[src/rtl/program_loader.sv]
// Program loader: receives a program over the debug UART byte stream and
// writes it, one assembled word at a time, into instruction RAM. A command
// byte starts the load; the HALT word (or a full memory) ends it and raises
// a sticky done flag that releases instruction fetch.
module program_loader #(
    parameter int                len       = 32,
    parameter int                ADDR_LEN  = 11,
    parameter logic [7:0]        CMD_LOAD  = 8'h4C,
    parameter logic [len-1:0]    HALT_WORD = 32'hFFFFFFFF
) (
    input  logic                clk,
    input  logic                reset,
    input  logic [7:0]          in_rx_data,
    input  logic                in_rx_done,
    output logic                out_wr_en,
    output logic [ADDR_LEN-1:0] out_wr_addr,
    output logic [len-1:0]      out_wr_data,
    output logic                out_load_done,
    output logic [ADDR_LEN:0]   out_word_count,
    output logic                out_overflow,
    output logic                out_overrun
);

    localparam int BYTES = len / 8;
    localparam int CNT_W = (BYTES > 1) ? $clog2(BYTES) : 1;

    typedef enum logic [1:0] {
        IDLE  = 2'd0,
        RECV  = 2'd1,
        WRITE = 2'd2,
        DONE  = 2'd3
    } state_t;

    state_t              state_q,      state_d;
    logic [len-1:0]      shift_q,      shift_d;
    logic [CNT_W-1:0]    byte_cnt_q,   byte_cnt_d;
    logic [ADDR_LEN-1:0] addr_q,       addr_d;
    logic [ADDR_LEN-1:0] wr_addr_q,    wr_addr_d;
    logic [len-1:0]      wr_data_q,    wr_data_d;
    logic [ADDR_LEN:0]   word_count_q, word_count_d;
    logic                load_done_q,  load_done_d;
    logic                overflow_q,   overflow_d;
    logic                overrun_q,    overrun_d;

    // State register and all datapath registers, synchronous reset.
    // RAM contents live outside this block and are deliberately untouched.
    always_ff @(posedge clk) begin
        // NOTE: non-blocking assignments so every register samples the
        // pre-edge value of the others, independent of statement order.
        if (reset) begin
            state_q      <= IDLE;
            shift_q      <= '0;
            byte_cnt_q   <= '0;
            addr_q       <= '0;
            wr_addr_q    <= '0;
            wr_data_q    <= '0;
            word_count_q <= '0;
            load_done_q  <= 1'b0;
            overflow_q   <= 1'b0;
            overrun_q    <= 1'b0;
        end else begin
            state_q      <= state_d;
            shift_q      <= shift_d;
            byte_cnt_q   <= byte_cnt_d;
            addr_q       <= addr_d;
            wr_addr_q    <= wr_addr_d;
            wr_data_q    <= wr_data_d;
            word_count_q <= word_count_d;
            load_done_q  <= load_done_d;
            overflow_q   <= overflow_d;
            overrun_q    <= overrun_d;
        end
    end

    // Next-state logic: byte assembly, write sequencing and termination.
    always_comb begin
        // NOTE: every variable gets its hold value first so no path through
        // the case statement can leave one unassigned and infer a latch.
        state_d      = state_q;
        shift_d      = shift_q;
        byte_cnt_d   = byte_cnt_q;
        addr_d       = addr_q;
        wr_addr_d    = wr_addr_q;
        wr_data_d    = wr_data_q;
        word_count_d = word_count_q;
        load_done_d  = load_done_q;
        overflow_d   = overflow_q;
        overrun_d    = overrun_q;

        unique case (state_q)
            IDLE: begin
                if (in_rx_done && in_rx_data == CMD_LOAD) begin
                    state_d      = RECV;
                    byte_cnt_d   = '0;
                    addr_d       = '0;
                    word_count_d = '0;
                end
            end

            RECV: begin
                if (in_rx_done) begin
                    // Big-endian: earlier bytes end up in the upper bits.
                    shift_d = (shift_q << 8) | len'(in_rx_data);
                    if (byte_cnt_q == CNT_W'(BYTES - 1)) begin
                        byte_cnt_d = '0;
                        wr_data_d  = shift_d;
                        wr_addr_d  = addr_q;
                        state_d    = WRITE;
                    end else begin
                        byte_cnt_d = byte_cnt_q + 1'b1;
                    end
                end
            end

            WRITE: begin
                word_count_d = word_count_q + 1'b1;
                // No receive buffer: a byte landing on the write cycle is lost.
                if (in_rx_done) begin
                    overrun_d = 1'b1;
                end
                if (wr_data_q == HALT_WORD) begin
                    state_d     = DONE;
                    load_done_d = 1'b1;
                end else if (addr_q == '1) begin
                    // Last RAM word used without a HALT: stop rather than wrap.
                    state_d     = DONE;
                    load_done_d = 1'b1;
                    overflow_d  = 1'b1;
                end else begin
                    addr_d  = addr_q + 1'b1;
                    state_d = RECV;
                end
            end

            DONE: begin
                // Terminal until reset; every received byte is ignored.
            end

            default: begin
                state_d = IDLE;
            end
        endcase
    end

    // The write strobe is exactly the single WRITE cycle.
    assign out_wr_en      = (state_q == WRITE);
    assign out_wr_addr    = wr_addr_q;
    assign out_wr_data    = wr_data_q;
    assign out_load_done  = load_done_q;
    assign out_word_count = word_count_q;
    assign out_overflow   = overflow_q;
    assign out_overrun    = overrun_q;

endmodule

[config.mk]
export PLATFORM = sky130hd
export DESIGN_NAME = program_loader
export DESIGN_NICKNAME = d
export VERILOG_FILES = /design/src/rtl/program_loader.sv
export SDC_FILE = /design/constraint.sdc
export NUM_CORES = 1
export LEC_CHECK = 0
export CORE_ASPECT_RATIO = 0.8
export CORE_MARGIN = 2
export CORE_UTILIZATION = 40
export CTS_CLUSTER_SIZE = 25
export DETAILED_ROUTE_END_ITERATION = 8
export GPL_TIMING_DRIVEN = 0
export PLACE_DENSITY = 0.68
export SYNTH_ARGS = -nofsm -noshare
export SYNTH_HDL_FRONTEND = slang
export SYNTH_SLANG_ARGS = --single-unit
[constraint.sdc]
create_clock -name clk -period 3.1 [get_ports clk]
set_input_delay 0.62 -clock clk [delete_from_list [all_inputs] [get_ports clk]]
set_output_delay 0.62 -clock clk [all_outputs]
set_load 0.01 [all_outputs]
==> out/qor.csv <==
metric,value,unit
status,completed,
max_freq,380,MHz
criticalPathCategory,input port to flop,
via_per_inst,5.35,
num_vias,3700,
initial_antenna_violation_count,0,
number_of_flops_mapped_to_enable_cells_by_yosys,0,
port_buffers,68,
dominantRegCellSynth,dfxtp_1,
grt_first_pass_wirelength,17.0,mm
layout.nets,587,
worstPathRequired,3.34,ns
ant_nets,0,
start_util,41.0,%
post_synth_inst_count,489,
tightestPinTransition,0.806,ns
worst_setup_path_start_kind,input port,
worst_slew_margin_rel,45.8,%
ir_worst_vdd,0.000256,V
leakage_dissipation,0.00161,uW
cap_viol_max_count,0,
synth.area.top_cells,"dfxtp_1, nand2_1, a21oi_1, clkbuf_1, ha_1",
clock_tree.root_cell,clkbuf_16,
wl_per_cell,14.9,um
highest_layer,met4,
timing.final.max_slew_violations,0,
timing_hold_violations_final,0,
syn_nets,508,
pin_count_of_the_biggest_net_entering_global_routing,17,
gp_congestion,0.898,
cts_post_setup_buffers_inserted,0,
fin_worst_skew,0.00796,ns
die_outline_area,0.0106,sq mm
worstPathArrival,2.87,ns
tritoncts_num_sinks,97,
powerDensity,505,mW/mm^2
gr-usage-all-layers,20.1,%
dp.cells,676,
drt_pre_antenna_iters,5,
cts_htree_levels,3,
fp-row-count,32,
period_share,84.8,%
post-route-util,53.0,%
critical_path_capture_point_type,flop,
shortest_period_the_worst_path_allows,2.63,ns
met3_wirelength,654,um
synth.lib_cells_used.distinct,43,
postSynthAreaPerCell,8.01,sq um
drive_gt1_share,3.84,%
synth_largest_type_area_fraction,49.6,%
remaining_drc_errors,0,
highest_net_fanout_along_the_worst_path,10,
post_cts_hold_buffer_count,0,
detail_route.iter0.violations,220,
rsz0062_at_grt,false,
tritoncts,yes,
clock_transition_at_the_registers_of_the_reported_paths,0.06,ns
yosysSeqAreaShare,49.6,%
route.met2.wl,4.54,mm
antenna_cells_inserted,0,
core-area,0.00957,sq mm
io-pin-count,70,
netlist.top_cell.by_area,dfxtp_1,
setup_viol_count_final,0,
setup-tns-final,0,ns
clock_tree_buf_depth,2,
layout-area-overhead-vs-synth,29.5,%
fill_cells,940,
cts_repair_resize_count,0,
vias_in_the_first_global_route,3492,
global_route_congestion_overflow_total,0,
number_of_warning_messages_in_the_yosys_log,0,
postSynth.asyncResetShare,0,%
hold_class,flop to flop,
drt-met1-wl,4.98,mm
dp_hpwl,7.54,mm
insertion_delay,0.34,ns
postSynthRegisterBits,97,
die_h,92.5,um
numCtsBuffers,9,
synthesis.area,0.00392,sq mm
layout.cells.non_filler,692,
routed_wirelength,10.3,mm
die_x,115,um
==> cells in the final DEF, fill, tap and decap left out, types with 2 or more instances in the layout <==
| cell type | n |
|---|---|
| nand2_1 | 146 |
| nand3_1 | 9 |
| clkinv_2 | 2 |
| nor4_1 | 2 |
| a211oi_1 | 5 |
| clkdlybuf4s50_1 | 68 |
| a31oi_1 | 10 |
| a2111oi_2 | 3 |
| o21ai_0 | 8 |
| dfxtp_1 | 97 |
| nand2b_1 | 3 |
| nand4b_1 | 2 |
| xor2_1 | 2 |
| a21oi_1 | 76 |
| a21o_1 | 2 |
| a311oi_1 | 3 |
| a22o_1 | 2 |
| nor3_1 | 6 |
| and4_1 | 2 |
| inv_1 | 9 |
| clkbuf_16 | 9 |
| bufinv_16 | 2 |
| buf_1 | 3 |
| nor2_1 | 23 |
| clkbuf_1 | 27 |
| inv_6 | 2 |
| xnor2_1 | 8 |
| nand4_1 | 11 |
| ha_1 | 8 |
| and3_1 | 4 |
==> per-layer routing <==
metal	track usage [%]	vias up
met5	0	-
met4	7.11	0
met3	4.06	13
met2	30.7	114
met1	28.1	1743
li1	-	1830
==> worst max-delay path, cell delays in order <==
cell             delay, ns
clkdlybuf4s50_1       0.54
nor3b_1               0.37
a31oi_1               0.23
nor2_1                0.25
clkbuf_1              0.44
a31oi_1               0.14
a311oi_1              0.27
==> power by group <==
part	total [uW]	switching [uW]	internal, uW
combinational	90.4	61.4	29.0
sequential	1260	5.64	1250
clock	1220	485	732
total	2560	552	2010
==> through the flow <==
step,total power (uW),area (sq um),hold WS (ns),worst slack [ns]
3_5_place_dp,1370,4750,0.446,0.181
3_3_place_gp,1370,4750,0.443,0.200
2_1_floorplan,1340,3920,0.432,1.13
4_1_cts,2580,5070,0.452,0.509
5_1_grt,2640,5070,0.470,0.274
6_report,2560,5070,0.449,0.471
==> cell usage after synthesis, types with 2 or more instances <==
master       n
xor2_1       2
nand2_1    146
and4_1       2
a21o_1       2
nor2_1      23
nand4b_1     2
nand2b_1     3
nor3_1       6
nor4_1       2
clkbuf_1    27
inv_1        9
a311oi_1     3
ha_1         8
and3_1       4
nand3_1      9
a2111oi_2    3
a211oi_1     5
a21oi_1     76
nand4_1     11
a22o_1       2
o21ai_0      8
dfxtp_1     97
a31oi_1     10
buf_1        3
xnor2_1      8
==> cell families after synthesis <==
kind of cell	share of synthesized area [%]
xor gates and xnor gates	2.24
and+or+nand+nor	23.6
AOI/OAI and AO/OA	17.9
adders and majority gates	2.55
muxes	0.255
DFF	49.6
buffers and inverters	3.86
==> registers in the layout, indices dropped and copies added, names as in the netlist <==
| name | count |
|---|---|
| out_word_count | 12 |
| out_wr_data | 32 |
| out_overrun | 1 |
| out_wr_addr | 11 |
| shift_q | 24 |
| out_load_done | 1 |
| byte_cnt_q | 2 |
| addr_q | 11 |
| out_overflow | 1 |
| state_q | 2 |
==> cell type report <==
class | instances | area, sq um | area share, %
Sequential cell | 97 | 1940 | 38.3
Multi-Input combinational cell | 352 | 1830 | 36.0
Timing Repair Buffer | 68 | 681 | 13.4
Clock buffer | 10 | 239 | 4.71
Tap cell | 119 | 149 | 2.93
Buffer | 31 | 118 | 2.32
Clock inverter | 6 | 87.6 | 1.73
Inverter | 9 | 33.8 | 0.666
==> final timing paths <==
check,cells after the start,from,slack (ns),to
min,2,out_load_done,0.45,out_load_done
max reg2reg,6,out_wr_data[2],0.83,addr_q[6]
min reg2reg,2,out_load_done,0.45,out_load_done
max,7,in_rx_data[2],0.47,addr_q[6]
Power figures use the tool's default switching activity.
